## config.mk

```make
export PLATFORM = sky130hd
export DESIGN_NAME = pipeline_job_sequencer
export DESIGN_NICKNAME = d
export VERILOG_FILES = /design/src/rtl/pipeline_job_sequencer.sv
export SDC_FILE = /design/constraint.sdc
export NUM_CORES = 1
export LEC_CHECK = 0
export ABC_AREA = 1
export BUFFER_PORTS_ARGS = -buffer_cell sky130_fd_sc_hd__buf_2
export CAP_MARGIN = 20
export CORE_AREA = 2 2 166 168
export DETAILED_ROUTE_END_ITERATION = 6
export DIE_AREA = 0 0 168 170
export PLACE_DENSITY_LB_ADDON = 0.3
export RECOVER_POWER = 25
export SYNTH_ARGS = -nofsm -noshare
export SYNTH_HDL_FRONTEND = slang
export SYNTH_SLANG_ARGS = --single-unit
```

## constraint.sdc

```tcl
create_clock -name clk -period 2.75 [get_ports clk]
set_input_delay 0.275 -clock clk [delete_from_list [all_inputs] [get_ports clk]]
set_output_delay 0.275 -clock clk [all_outputs]
set_load 0.01 [all_outputs]
```

## src/rtl/pipeline_job_sequencer.sv

```systemverilog
// pipeline_job_sequencer: runs one pipeline job (feed, drain, readout); define SEQ_STALL_COUNTER_EN to build the stall counter
module pipeline_job_sequencer #(
    parameter int ADDR_WIDTH = 9,
    parameter int FULLNESS_LIMIT = 20,
    parameter int DRAIN_CYCLES = 1024,
    parameter int READ_LATENCY = 3
) (
    input  logic                  clk,
    input  logic                  rst,
    input  logic                  start,
    input  logic [ADDR_WIDTH:0]   botCount,
    input  logic                  srcValid,
    output logic                  srcReady,
    input  logic [127:0]          srcBot,
    input  logic [5:0]            srcPermutations,
    output logic [127:0]          bot,
    output logic [ADDR_WIDTH-1:0] botIndex,
    output logic                  isBotValid,
    output logic [5:0]            validBotPermutations,
    input  logic [4:0]            fifoFullness,
    input  logic [37:0]           summedDataOut,
    input  logic [2:0]            pcoeffCountOut,
    output logic                  resultValid,
    output logic [ADDR_WIDTH-1:0] resultIndex,
    output logic [37:0]           resultData,
    output logic [2:0]            resultPcoeff,
    output logic                  busy,
    output logic                  done,
    output logic [31:0]           stallCycles
);
    localparam int CW = ADDR_WIDTH + 1;
    localparam int QW = $clog2(DRAIN_CYCLES + 1);
    localparam logic [CW-1:0] MAX_JOB = CW'(2 ** ADDR_WIDTH);
    localparam logic [5:0] LIMIT = 6'(FULLNESS_LIMIT);
    localparam logic [QW-1:0] QUIET_LAST = QW'(DRAIN_CYCLES - 1);

    typedef enum logic [2:0] {IDLE, FEED, DRAIN, READ, DONE} stateT;

    stateT state, nextState;
    logic [CW-1:0] jobSize, issued, readCnt, clampedCount;
    logic [QW-1:0] quiet;
    logic [ADDR_WIDTH-1:0] feedIndex;
    logic [READ_LATENCY-1:0] pipeValid;
    logic [ADDR_WIDTH-1:0] pipeIndex [READ_LATENCY];
    logic transfer, readIssue, lastResult, quietDone;

    assign clampedCount = botCount > MAX_JOB ? MAX_JOB : botCount;
    assign srcReady = state == FEED && {1'b0, fifoFullness} < LIMIT && issued < jobSize;
    assign transfer = srcReady && srcValid;
    assign readIssue = state == READ && readCnt < jobSize;
    assign lastResult = resultValid && {1'b0, resultIndex} == jobSize - CW'(1);
    assign quietDone = fifoFullness == '0 && quiet == QUIET_LAST;
    assign botIndex = state == READ ? readCnt[ADDR_WIDTH-1:0] : feedIndex;
    assign busy = state != IDLE;
    assign done = state == DONE;

    // state register
    always_ff @(posedge clk) begin
        if (rst) state <= IDLE;
        else     state <= nextState;
    end

    // phase sequencing: feed until N issued, drain until a full quiet run, read until last result
    always_comb begin
        nextState = state;
        case (state)
            IDLE:    if (start) nextState = clampedCount == '0 ? DONE : FEED;
            FEED:    if (transfer && issued == jobSize - CW'(1)) nextState = DRAIN;
            DRAIN:   if (quietDone) nextState = READ;
            READ:    if (lastResult) nextState = DONE;
            default: nextState = IDLE;
        endcase
    end

    // job latch, bot issue register, quiet-run and read-address counters
    always_ff @(posedge clk) begin
        if (rst) begin
            jobSize <= '0;
            issued <= '0;
            readCnt <= '0;
            quiet <= '0;
            feedIndex <= '0;
            bot <= '0;
            validBotPermutations <= '0;
            isBotValid <= 1'b0;
        end else begin
            isBotValid <= transfer;
            quiet <= state == DRAIN && fifoFullness == '0 ? quiet + QW'(1) : '0;
            if (state == IDLE && start) begin
                jobSize <= clampedCount;
                issued <= '0;
                readCnt <= '0;
            end
            if (transfer) begin
                bot <= srcBot;
                validBotPermutations <= srcPermutations;
                feedIndex <= issued[ADDR_WIDTH-1:0];
                issued <= issued + CW'(1);
            end
            if (readIssue) readCnt <= readCnt + CW'(1);
        end
    end

    // read-latency tracker and registered result port
    always_ff @(posedge clk) begin
        if (rst) begin
            pipeValid <= '0;
            for (int i = 0; i < READ_LATENCY; i++) pipeIndex[i] <= '0;
            resultValid <= 1'b0;
            resultIndex <= '0;
            resultData <= '0;
            resultPcoeff <= '0;
        end else begin
            pipeValid[0] <= readIssue;
            pipeIndex[0] <= readCnt[ADDR_WIDTH-1:0];
            for (int i = 1; i < READ_LATENCY; i++) begin
                pipeValid[i] <= pipeValid[i-1];
                pipeIndex[i] <= pipeIndex[i-1];
            end
            resultValid <= pipeValid[READ_LATENCY-1];
            if (pipeValid[READ_LATENCY-1]) begin
                resultIndex <= pipeIndex[READ_LATENCY-1];
                resultData <= summedDataOut;
                resultPcoeff <= pcoeffCountOut;
            end
        end
    end

`ifdef SEQ_STALL_COUNTER_EN
    // saturating count of cycles a pending bot was held back by FIFO fullness
    always_ff @(posedge clk) begin
        if (rst || (state == IDLE && start)) stallCycles <= '0;
        else if (state == FEED && srcValid && issued < jobSize && {1'b0, fifoFullness} >= LIMIT && stallCycles != '1)
            stallCycles <= stallCycles + 32'd1;
    end
`else
    assign stallCycles = '0;
`endif
endmodule

```

==> metrics.cfg, run 1 <==
[outcome]
status=complete, but fails checks
violations=capacitance limit, slew limit

[routing]
ant_nets=0
drt-pass1-iter-count=7
drc_errors=0
totalWireLength_um=38500
avgViaCountPerCell=5.04
vias=11900
wire_per_inst_um=16.3
drtIter0Drc=1025

[sta]
maxSlewHeadroom_pct=-11.1
finalClockSkew_ns=0.0113
tightestPinTransition_ns=1.67
period_needed_ns=2.58
hold_viol=0
grt_setup_unrepaired=false
fmax_mhz=388
tns_ns=0
finalSetupViolations=0
drv_slew=39
fin_crit_sh_pct=93.7
whs_ns=0.0260

[min_path]
hp-class=input pin to register

[clocking]
clk_latency_ns=0.53
cts_root_buffer=clkbuf_16
clockBufferDepth=3
cts_buffers=29
tritoncts=built
clkSinkCount=269
cts.clk_slew.worst_paths_ns=0.06
cts_max_level=1

[yosys]
yosysSeqAreaShare_pct=49.8
synth_top_area_share_pct=49.8
synth_area_leader_cell=dfxtp_1
netlist_area_sq_um=10800
yosys_most_used_dff=dfxtp_1
synth_area_leaders=dfxtp_1 (50%), nor2_1 (16%), o21ai_0 (9.1%)
avgSynthCellArea_sq_um=7.46
synth.ff_latch_count=269
synth_cells=1449
synth_edf_count=0
ys_types=39
synthArstFlopShare_pct=0
yosysWarnings=0

[placement]
hpwlAfterDp_um=23800
dp_cells=2127
gp_congestion=0.934
portBuffers=391
placed_area_sq_um=13000

[final_layout]
most-common-layout-cells=nor2_1 (447), buf_2 (313), dfxtp_1 (264)
final_cell_area_sq_um=15700
antenna_cells=0
finalNonFillerCells=2360
drive_gt1_share_pct=20.5
final_common_cell=nor2_1
fin_nets=2214
area_growth_pct=45.4
n_fill_cell=2298

[worst_setup_path]
worst-path-max-fanout=33
cp-end-kind=register
startpoint_type=register
cp.required_ns=3.21
critPathKind=register to register
arrival_ns=3.03

[floorplan]
rows=60
pin_count=424
dieHeight_um=170
die_w_um=168
start_util_pct=40.5
fp.dieArea_sq_um=28600
coreArea_sq_um=26700

[grt]
grt_max_degree=130
grt_overflow=0
grt_use_total_pct=24.7
grt_pass1_wl_um=57700
antenna_found_initial=0
first_global_vias=11300

[pwr]
vdd_drop_max_mv=0.422
leakagePower_nw=7.49
power.total_w=0.0114
power_density_nw_per_um2=725

[run]
max-cap-violations=1

## synthesized netlist by cell type, types with 5 or more instances
library cell,instances
a211oi_1,10
a21oi_1,50
buf_2,27
buf_4,35
clkbuf_1,44
dfxtp_1,269
ha_1,23
inv_1,90
nand2_1,118
nand3_1,63
nand4_1,7
nor2_1,448
nor3_1,8
o21ai_0,196
o21ai_1,22
or2_2,6
xor2_1,5
## metal layers
| layer | GRT usage, % | wire (um) |
|---|---|---|
| met5 | 0 | 0 |
| met2 | 41.5 | 18100 |
| met1 | 30.0 | 15500 |
| met4 | 13.2 | 2030 |
| met3 | 4.81 | 2850 |
## critical path: stages, from the launching register on
cell and delay [ns]:
dfxtp_1 0.45, inv_2 0.14, ha_1 0.22, a21oi_1 0.16
o21ai_0 0.11, nand2_1 0.07, nand3_1 0.13, nor3_4 0.40
buf_4 0.20, buf_6 0.11, clkbuf_16 0.21, o21ai_0 0.11
nor2_1 0.19
## final timing paths
kind | end | depth (start not counted) | startpoint | slack, ns
max reg2reg | bot[40]$_SDFFE_PP0P_ | 12 | jobSize[4]$_SDFFE_PP0P_ | 0.17
min | bot[23]$_SDFFE_PP0P_ | 3 | srcBot[23] | 0.03
min reg2reg | pipeIndex[1][1]$_SDFF_PP0_ | 2 | pipeIndex[0][1]$_SDFF_PP0_ | 0.40
max | bot[40]$_SDFFE_PP0P_ | 12 | jobSize[4]$_SDFFE_PP0P_ | 0.17
## what timing repair did
item,CTS,global route
hold buffers,174,0
gates resized for setup,0,21
endpoints found under the setup margin,0,68
setup buffers,0,3
endpoints found under the hold margin,174,0
## power by group
group          internal [W]  switching (W)
clock               0.00236        0.00160
sequential          0.00431       0.000246
combinational       0.00108        0.00181
## through the flow
| step | utilization, % | setup WS (ns) |
|---|---|---|
| 3_3_place_gp | 48.8 | 0.248 |
| 4_1_cts | 58.9 | 0.110 |
| 3_5_place_dp | 48.8 | 0.186 |
| 5_1_grt | 58.9 | 0.0172 |
| 6_report | 58.9 | 0.174 |
| 2_1_floorplan | - | 0.724 |
## area by class of cell
class                      instances  area, sq um  area share (%)
inverter                          93          378            2.41
multi-input combinational       1012         4630            29.5
clock inverter                    13          151           0.964
tap                              341          427            2.72
clock buffer                      40          817            5.20
timing repair buffer             591         3900            24.8
timing repair inverter             1         8.76          0.0558
sequential                       269         5390            34.3
## kinds of logic (layout without fill, tap and decap cells)
| group | count (synthesis) | count (layout) | synth area share [%] |
|---|---|---|---|
| AO/OA/AOI/OAI | 292 | 292 | 14.2 |
| other | 1 | 32 | 0.0347 |
| buffers and inverters | 199 | 738 | 8.44 |
| XOR/XNOR | 6 | 6 | 0.486 |
| adder cells (fa/ha/maj) | 23 | 23 | 2.66 |
| AND/OR/NAND/NOR | 659 | 659 | 24.4 |
| flip-flops | 269 | 269 | 49.8 |
## sequential cells by signal, indices dropped and copies added (netlist names)
signal / cells
bot: 128
feedIndex: 9
isBotValid: 1
issued: 10
jobSize: 10
pipeIndex: 27
pipeValid: 3
quiet: 11
readCnt: 10
resultData: 38
resultIndex: 9
resultPcoeff: 3
resultValid: 1
state: 3
validBotPermutations: 6
No activity file was read; power rests on OpenSTA's default activity.
==> run 2, diff against run 1 <==
--- a/config.mk
+++ b/config.mk
@@ -9,10 +9,11 @@
 export BUFFER_PORTS_ARGS = -buffer_cell sky130_fd_sc_hd__buf_2
 export CAP_MARGIN = 20
 export CORE_AREA = 2 2 166 168
+export CTS_CLUSTER_DIAMETER = 120
 export DETAILED_ROUTE_END_ITERATION = 6
 export DIE_AREA = 0 0 168 170
 export PLACE_DENSITY_LB_ADDON = 0.3
-export RECOVER_POWER = 25
+export RECOVER_POWER = 100
 export SYNTH_ARGS = -nofsm -noshare
 export SYNTH_HDL_FRONTEND = slang
 export SYNTH_SLANG_ARGS = --single-unit
==> metrics.cfg, run 2 (synthesis results as in run 1) <==
[clocking]
clkSinkCount=269  ; unchanged
clockBufferDepth=3  ; unchanged
cts_max_level=1  ; unchanged
cts.clk_slew.worst_paths_ns=0.06  ; about the same
clk_latency_ns=0.54  ; about the same
cts_buffers=29  ; unchanged
cts_root_buffer=clkbuf_16
tritoncts=built

[pwr]
vdd_drop_max_mv=0.421  ; -0.33%
leakagePower_nw=6.96  ; -7.1%
power_density_nw_per_um2=729  ; +0.48%
power.total_w=0.0113  ; -0.64%

[routing]
totalWireLength_um=38600  ; +0.35%
avgViaCountPerCell=5.03  ; -0.26%
vias=11900  ; -0.22%
drtIter0Drc=897  ; -12%
drt-pass1-iter-count=5  ; -2
ant_nets=0  ; unchanged
drc_errors=0  ; unchanged
wire_per_inst_um=16.4  ; +0.30%

[placement]
placed_area_sq_um=13000  ; unchanged
hpwlAfterDp_um=23800  ; unchanged
portBuffers=391  ; unchanged
dp_cells=2127  ; unchanged
gp_congestion=0.934  ; unchanged

[floorplan]
start_util_pct=40.5  ; unchanged
fp.dieArea_sq_um=28600  ; unchanged
die_w_um=168  ; unchanged
dieHeight_um=170  ; unchanged
pin_count=424  ; unchanged
rows=60  ; unchanged
coreArea_sq_um=26700  ; unchanged

[grt]
grt_pass1_wl_um=57700  ; unchanged
grt_use_total_pct=24.7  ; unchanged
grt_max_degree=130  ; unchanged
first_global_vias=11300  ; unchanged
grt_overflow=0  ; unchanged
antenna_found_initial=0  ; unchanged

[worst_setup_path]
worst-path-max-fanout=34  ; +3.0%
critPathBufInv=3  ; -1
cp.required_ns=3.16  ; -0.05 ns
worstPathCellList=inv_2 > ha_1 > nand2_1 > nor2_1 > o211ai_1 > nand3_1 > nor3_4 > bufinv_16 > buf_4 > nor2_1 > nor2_1
regToRegStartpoint=jobSize[4]$_SDFFE_PP0P_
critPathKind=register to register
slowest_delay_ns=0.45  ; about the same
crit_family=simple AND/OR/NAND/NOR gates
cp-end-kind=register
crit_path_top_delay_cell=dfxtp_1
critPathLaunch=jobSize[4]$_SDFFE_PP0P_
rrSetupSlack_ns=0.14  ; -0.03 ns
crit_top_cell=nor2_1
startpoint_type=register
arrival_ns=3.02  ; about the same

[sta]
drv_slew=39  ; unchanged
fmax_mhz=384  ; -1.1%
tightestPinTransition_ns=1.67  ; +0.00876 ns
hold_viol=0  ; unchanged
fin_crit_sh_pct=94.8  ; +1.1 points
maxSlewHeadroom_pct=-11.6  ; -0.58 points
grt_setup_unrepaired=false
finalSetupViolations=0  ; unchanged
finalClockSkew_ns=0.0111  ; -0.000197 ns
period_needed_ns=2.61  ; +0.0296 ns
tns_ns=0  ; unchanged

[min_path]
hp-start=srcBot[23]
hp-class=input pin to register

[final_layout]
area_growth_pct=43.7
final_cell_area_sq_um=15500  ; -1.1%
final_common_cell=nor2_1
n_fill_cell=2377  ; +3.4%
fin_nets=2214  ; unchanged
finalNonFillerCells=2361  ; +0.042%
largest_register_ff_count=128  ; unchanged
drive_gt1_share_pct=14.4  ; -6.1 points
top_regs=bot (128), resultData (38), pipeIndex (27)
most-common-layout-cells=nor2_1 (448), dfxtp_1 (264), clkbuf_1 (207)
largest_register=bot

[outcome]
violations=capacitance limit, slew limit
status=complete, but fails checks

[run]
max-cap-violations=1  ; unchanged

## run 2: stage by stage
| step | hold WS, ns | worst slack, ns | util (%) |
|---|---|---|---|
| 4_1_cts | 0.000387 | 0.110 | 58.9 |
| 3_5_place_dp | 0.393 | 0.186 | 48.8 |
| 2_1_floorplan | 0.388 | 0.724 | - |
| 3_3_place_gp | 0.388 | 0.248 | 48.8 |
| 6_report | 0.0281 | 0.144 | 58.3 |
| 5_1_grt | 0.0244 | 0.0219 | 58.3 |
## run 2: repair_timing
action,4_1_cts,5_1_grt
endpoints found under the setup margin,0,68
resized for setup,0,21
hold buffers,174,0
setup buffers,0,3
endpoints found under the hold margin,174,0
## run 2: final cells by class
cell class | instances | area [sq um] | area share, %
Clock inverter | 13 | 151 | 0.975
Inverter | 93 | 378 | 2.43
Antenna cell | 1 | 2.50 | 0.0161
Timing Repair Buffer | 591 | 3730 | 24.0
Tap cell | 341 | 427 | 2.75
Timing Repair inverter | 1 | 8.76 | 0.0564
Clock buffer | 40 | 817 | 5.26
Multi-Input combinational cell | 1012 | 4630 | 29.8
Sequential cell | 269 | 5390 | 34.7
## run 2: routing by layer
layer	up-vias	GRT usage, %	wire (um)
met2	545	41.5	18200
met5	-	0	0
met3	153	4.81	2970
li1	5698	-	-
met4	0	13.2	2050
met1	5478	30.0	15500
## run 2: worst min-delay path, stage by stage
cell    delay [ns]
buf_2         0.10
nor2_1        0.05
nor2_1        0.10
## run 2: where the power goes
part           total [W]  internal (W)  switching, W
Clock            0.00395       0.00236       0.00160
Sequential       0.00457       0.00431      0.000255
Combinational    0.00280       0.00100       0.00180
## run 2: worst paths after layout
path,end,cells after the start
worst min register to register,pipeIndex[1][1]$_SDFF_PP0_,2
worst max-delay path,bot[124]$_SDFFE_PP0P_,11
worst min-delay path,bot[23]$_SDFFE_PP0P_,3
worst max register to register,bot[124]$_SDFFE_PP0P_,11
==> run 3, diff against run 2 <==
--- a/config.mk
+++ b/config.mk
@@ -6,9 +6,10 @@
 export NUM_CORES = 1
 export LEC_CHECK = 0
 export ABC_AREA = 1
-export BUFFER_PORTS_ARGS = -buffer_cell sky130_fd_sc_hd__buf_2
+export BUFFER_PORTS_ARGS = -buffer_cell sky130_fd_sc_hd__clkbuf_2
 export CAP_MARGIN = 20
 export CORE_AREA = 2 2 166 168
+export CTS_BUF_LIST = sky130_fd_sc_hd__clkbuf_16
 export CTS_CLUSTER_DIAMETER = 120
 export DETAILED_ROUTE_END_ITERATION = 6
 export DIE_AREA = 0 0 168 170
==> metrics.cfg, run 3 (synthesis results as in run 1) <==
[worst_setup_path]
startpoint_type=register
arrival_ns=3.02  ; about the same
critPathLaunch=jobSize[4]$_SDFFE_PP0P_
crit_path_top_delay_cell=dfxtp_1
slowest_delay_ns=0.43  ; -0.02 ns
critPathKind=register to register
regToRegStartpoint=jobSize[4]$_SDFFE_PP0P_
worst-path-max-fanout=51  ; +50%
cp-end-kind=register
cp.required_ns=3.21  ; +0.05 ns
worstPathCellList=inv_1 > ha_1 > nand2_1 > o21ai_0 > nand2_1 > nand3_1 > nor3_4 > buf_4 > inv_8 > buf_6 > nor2_1 > nor2_1

[sta]
hold_viol=0  ; unchanged
worst_slack_ns=0.198  ; +0.0539 ns
maxSlewHeadroom_pct=-8.89  ; +2.7 points
finalSetupViolations=0  ; unchanged
period_needed_ns=2.55  ; -0.0539 ns
tns_ns=0  ; unchanged
drv_slew=39  ; unchanged
fin_crit_sh_pct=92.8  ; -2.0 points
fmax_mhz=392  ; +2.1%
tightestPinTransition_ns=1.63  ; -0.0412 ns
grt_setup_unrepaired=false
finalClockSkew_ns=0.0274  ; +0.0163 ns

[outcome]
status=complete, but fails checks
violations=capacitance limit, slew limit

[floorplan]
coreArea_sq_um=26700  ; unchanged
fp.dieArea_sq_um=28600  ; unchanged
die_w_um=168  ; unchanged
dieHeight_um=170  ; unchanged
pin_count=424  ; unchanged
rows=60  ; unchanged
start_util_pct=40.5  ; unchanged

[grt]
grt_overflow=0  ; unchanged
grt_pass1_wl_um=56400  ; -2.3%
first_global_vias=11000  ; -2.4%
antenna_found_initial=1  ; +1
grt_use_total_pct=24.3  ; -0.42 points
grt_max_degree=80  ; -38%

[clocking]
cts.clk_slew.worst_paths_ns=0.06  ; about the same
tritoncts=built
cts_root_buffer=clkbuf_16
cts_max_level=1  ; unchanged
cts_buffers=30  ; +3.4%
clk_latency_ns=0.56  ; +0.02 ns
clkSinkCount=269  ; unchanged
clockBufferDepth=3  ; unchanged

[placement]
gp_congestion=0.904  ; -3.2%
portBuffers=391  ; unchanged
place_ws_ns=0.181  ; -0.00582 ns
hpwlAfterDp_um=24100  ; +0.92%
dp_cells=2131  ; +0.19%
placed_area_sq_um=13000  ; +0.13%

[routing]
totalWireLength_um=37600  ; -2.6%
drc_errors=0  ; unchanged
drtIter0Drc=1046  ; +17%
vias=11800  ; -0.61%
ant_nets=0  ; unchanged
drt-pass1-iter-count=5  ; unchanged
wire_per_inst_um=15.9  ; -2.8%
avgViaCountPerCell=4.99  ; -0.86%

[final_layout]
drive_gt1_share_pct=13.8  ; -0.54 points
top_regs=bot (128), resultData (38), pipeIndex (27)
largest_register=bot
final_common_cell=nor2_1
largest_register_ff_count=128  ; unchanged
final_core_util_pct=58.0  ; -0.30 points
n_fill_cell=2413  ; +1.5%
fin_nets=2219  ; +0.23%
most-common-layout-cells=nor2_1 (447), dfxtp_1 (269), o21ai_0 (208)
finalNonFillerCells=2367  ; +0.25%
final_cell_area_sq_um=15500  ; -0.52%
area_growth_pct=43.0

[pwr]
leakagePower_nw=7.02  ; +0.77%
switching_share_pct=32.9  ; +0.64 points
power_density_nw_per_um2=715  ; -1.9%
p_seq_share_pct=41.3  ; +1.0 points
p_sw_w=0.00363  ; -0.48%
internal_power_w=0.00741  ; -3.4%
p_comb_share_pct=25.0  ; +0.3 points
p_clk_share_pct=33.7  ; -1.2 points
vdd_drop_max_mv=0.465  ; +10%

[min_path]
hp-class=input pin to register
hp-start=srcBot[21]

[run]
max-cap-violations=1  ; unchanged

## run 3: final timing paths
check             depth (start not counted)  slack [ns]                          to
hold / removal                            3        0.03        bot[21]$_SDFFE_PP0P_
setup reg to reg                         12        0.20        bot[72]$_SDFFE_PP0P_
setup / recovery                         12        0.20        bot[72]$_SDFFE_PP0P_
hold reg to reg                           2        0.39  pipeIndex[2][2]$_SDFF_PP0_
## run 3: layout make-up
class | count | area, sq um | share of cell area, %
diodes | 1 | 2.50 | 0.0162
clock buffers | 31 | 776 | 5.02
multi-input cells | 1012 | 4620 | 29.9
flip-flops and latches | 269 | 5390 | 34.9
inverters | 93 | 359 | 2.32
well taps | 341 | 427 | 2.76
clock inverters | 24 | 135 | 0.875
repair buffers | 596 | 3740 | 24.2
## run 3: layer usage
metal	up-vias	part of all wire, %	global-route usage [%]
li1	5718	-	-
met1	5408	40	29.5
met2	545	47	40.9
met3	131	7.7	5.16
met4	0	4.9	12.1
met5	-	0	0
## run 3: repair_timing
action / 4_1_cts / 5_1_grt
hold buffers: 176 / 0
hold endpoints to repair: 176 / 0
resized for setup: 0 / 7
setup endpoints to repair: 0 / 111
buffers inserted: 0 / 2
## run 3: worst max-delay path: cells and delay by family (launching register included)
kind	cells	cell delay, ns
AOI/OAI and AO/OA	1	0.18
adders and majority gates	1	0.32
buffers and inverters	4	0.91
DFF	1	0.43
and+or+nand+nor	6	0.58
## run 3: per-stage QoR
stage,total power (W),hold WS (ns)
after global routing,0.0116,0.0194
after detailed placement,0.00718,0.393
after CTS,0.0111,0.00142
final,0.0110,0.0321
after floorplan,0.00621,0.388
after global placement,0.00715,0.389
## run 3: power by group through the flow
stage / registers [W] / logic [W] / clock network (W)
after CTS: 0.00454 / 0.00278 / 0.00380
final: 0.00456 / 0.00277 / 0.00372
after detailed placement: 0.00462 / 0.00256 / 0
after global routing: 0.00460 / 0.00307 / 0.00395
after global placement: 0.00461 / 0.00254 / 0
after floorplan: 0.00474 / 0.00147 / 0
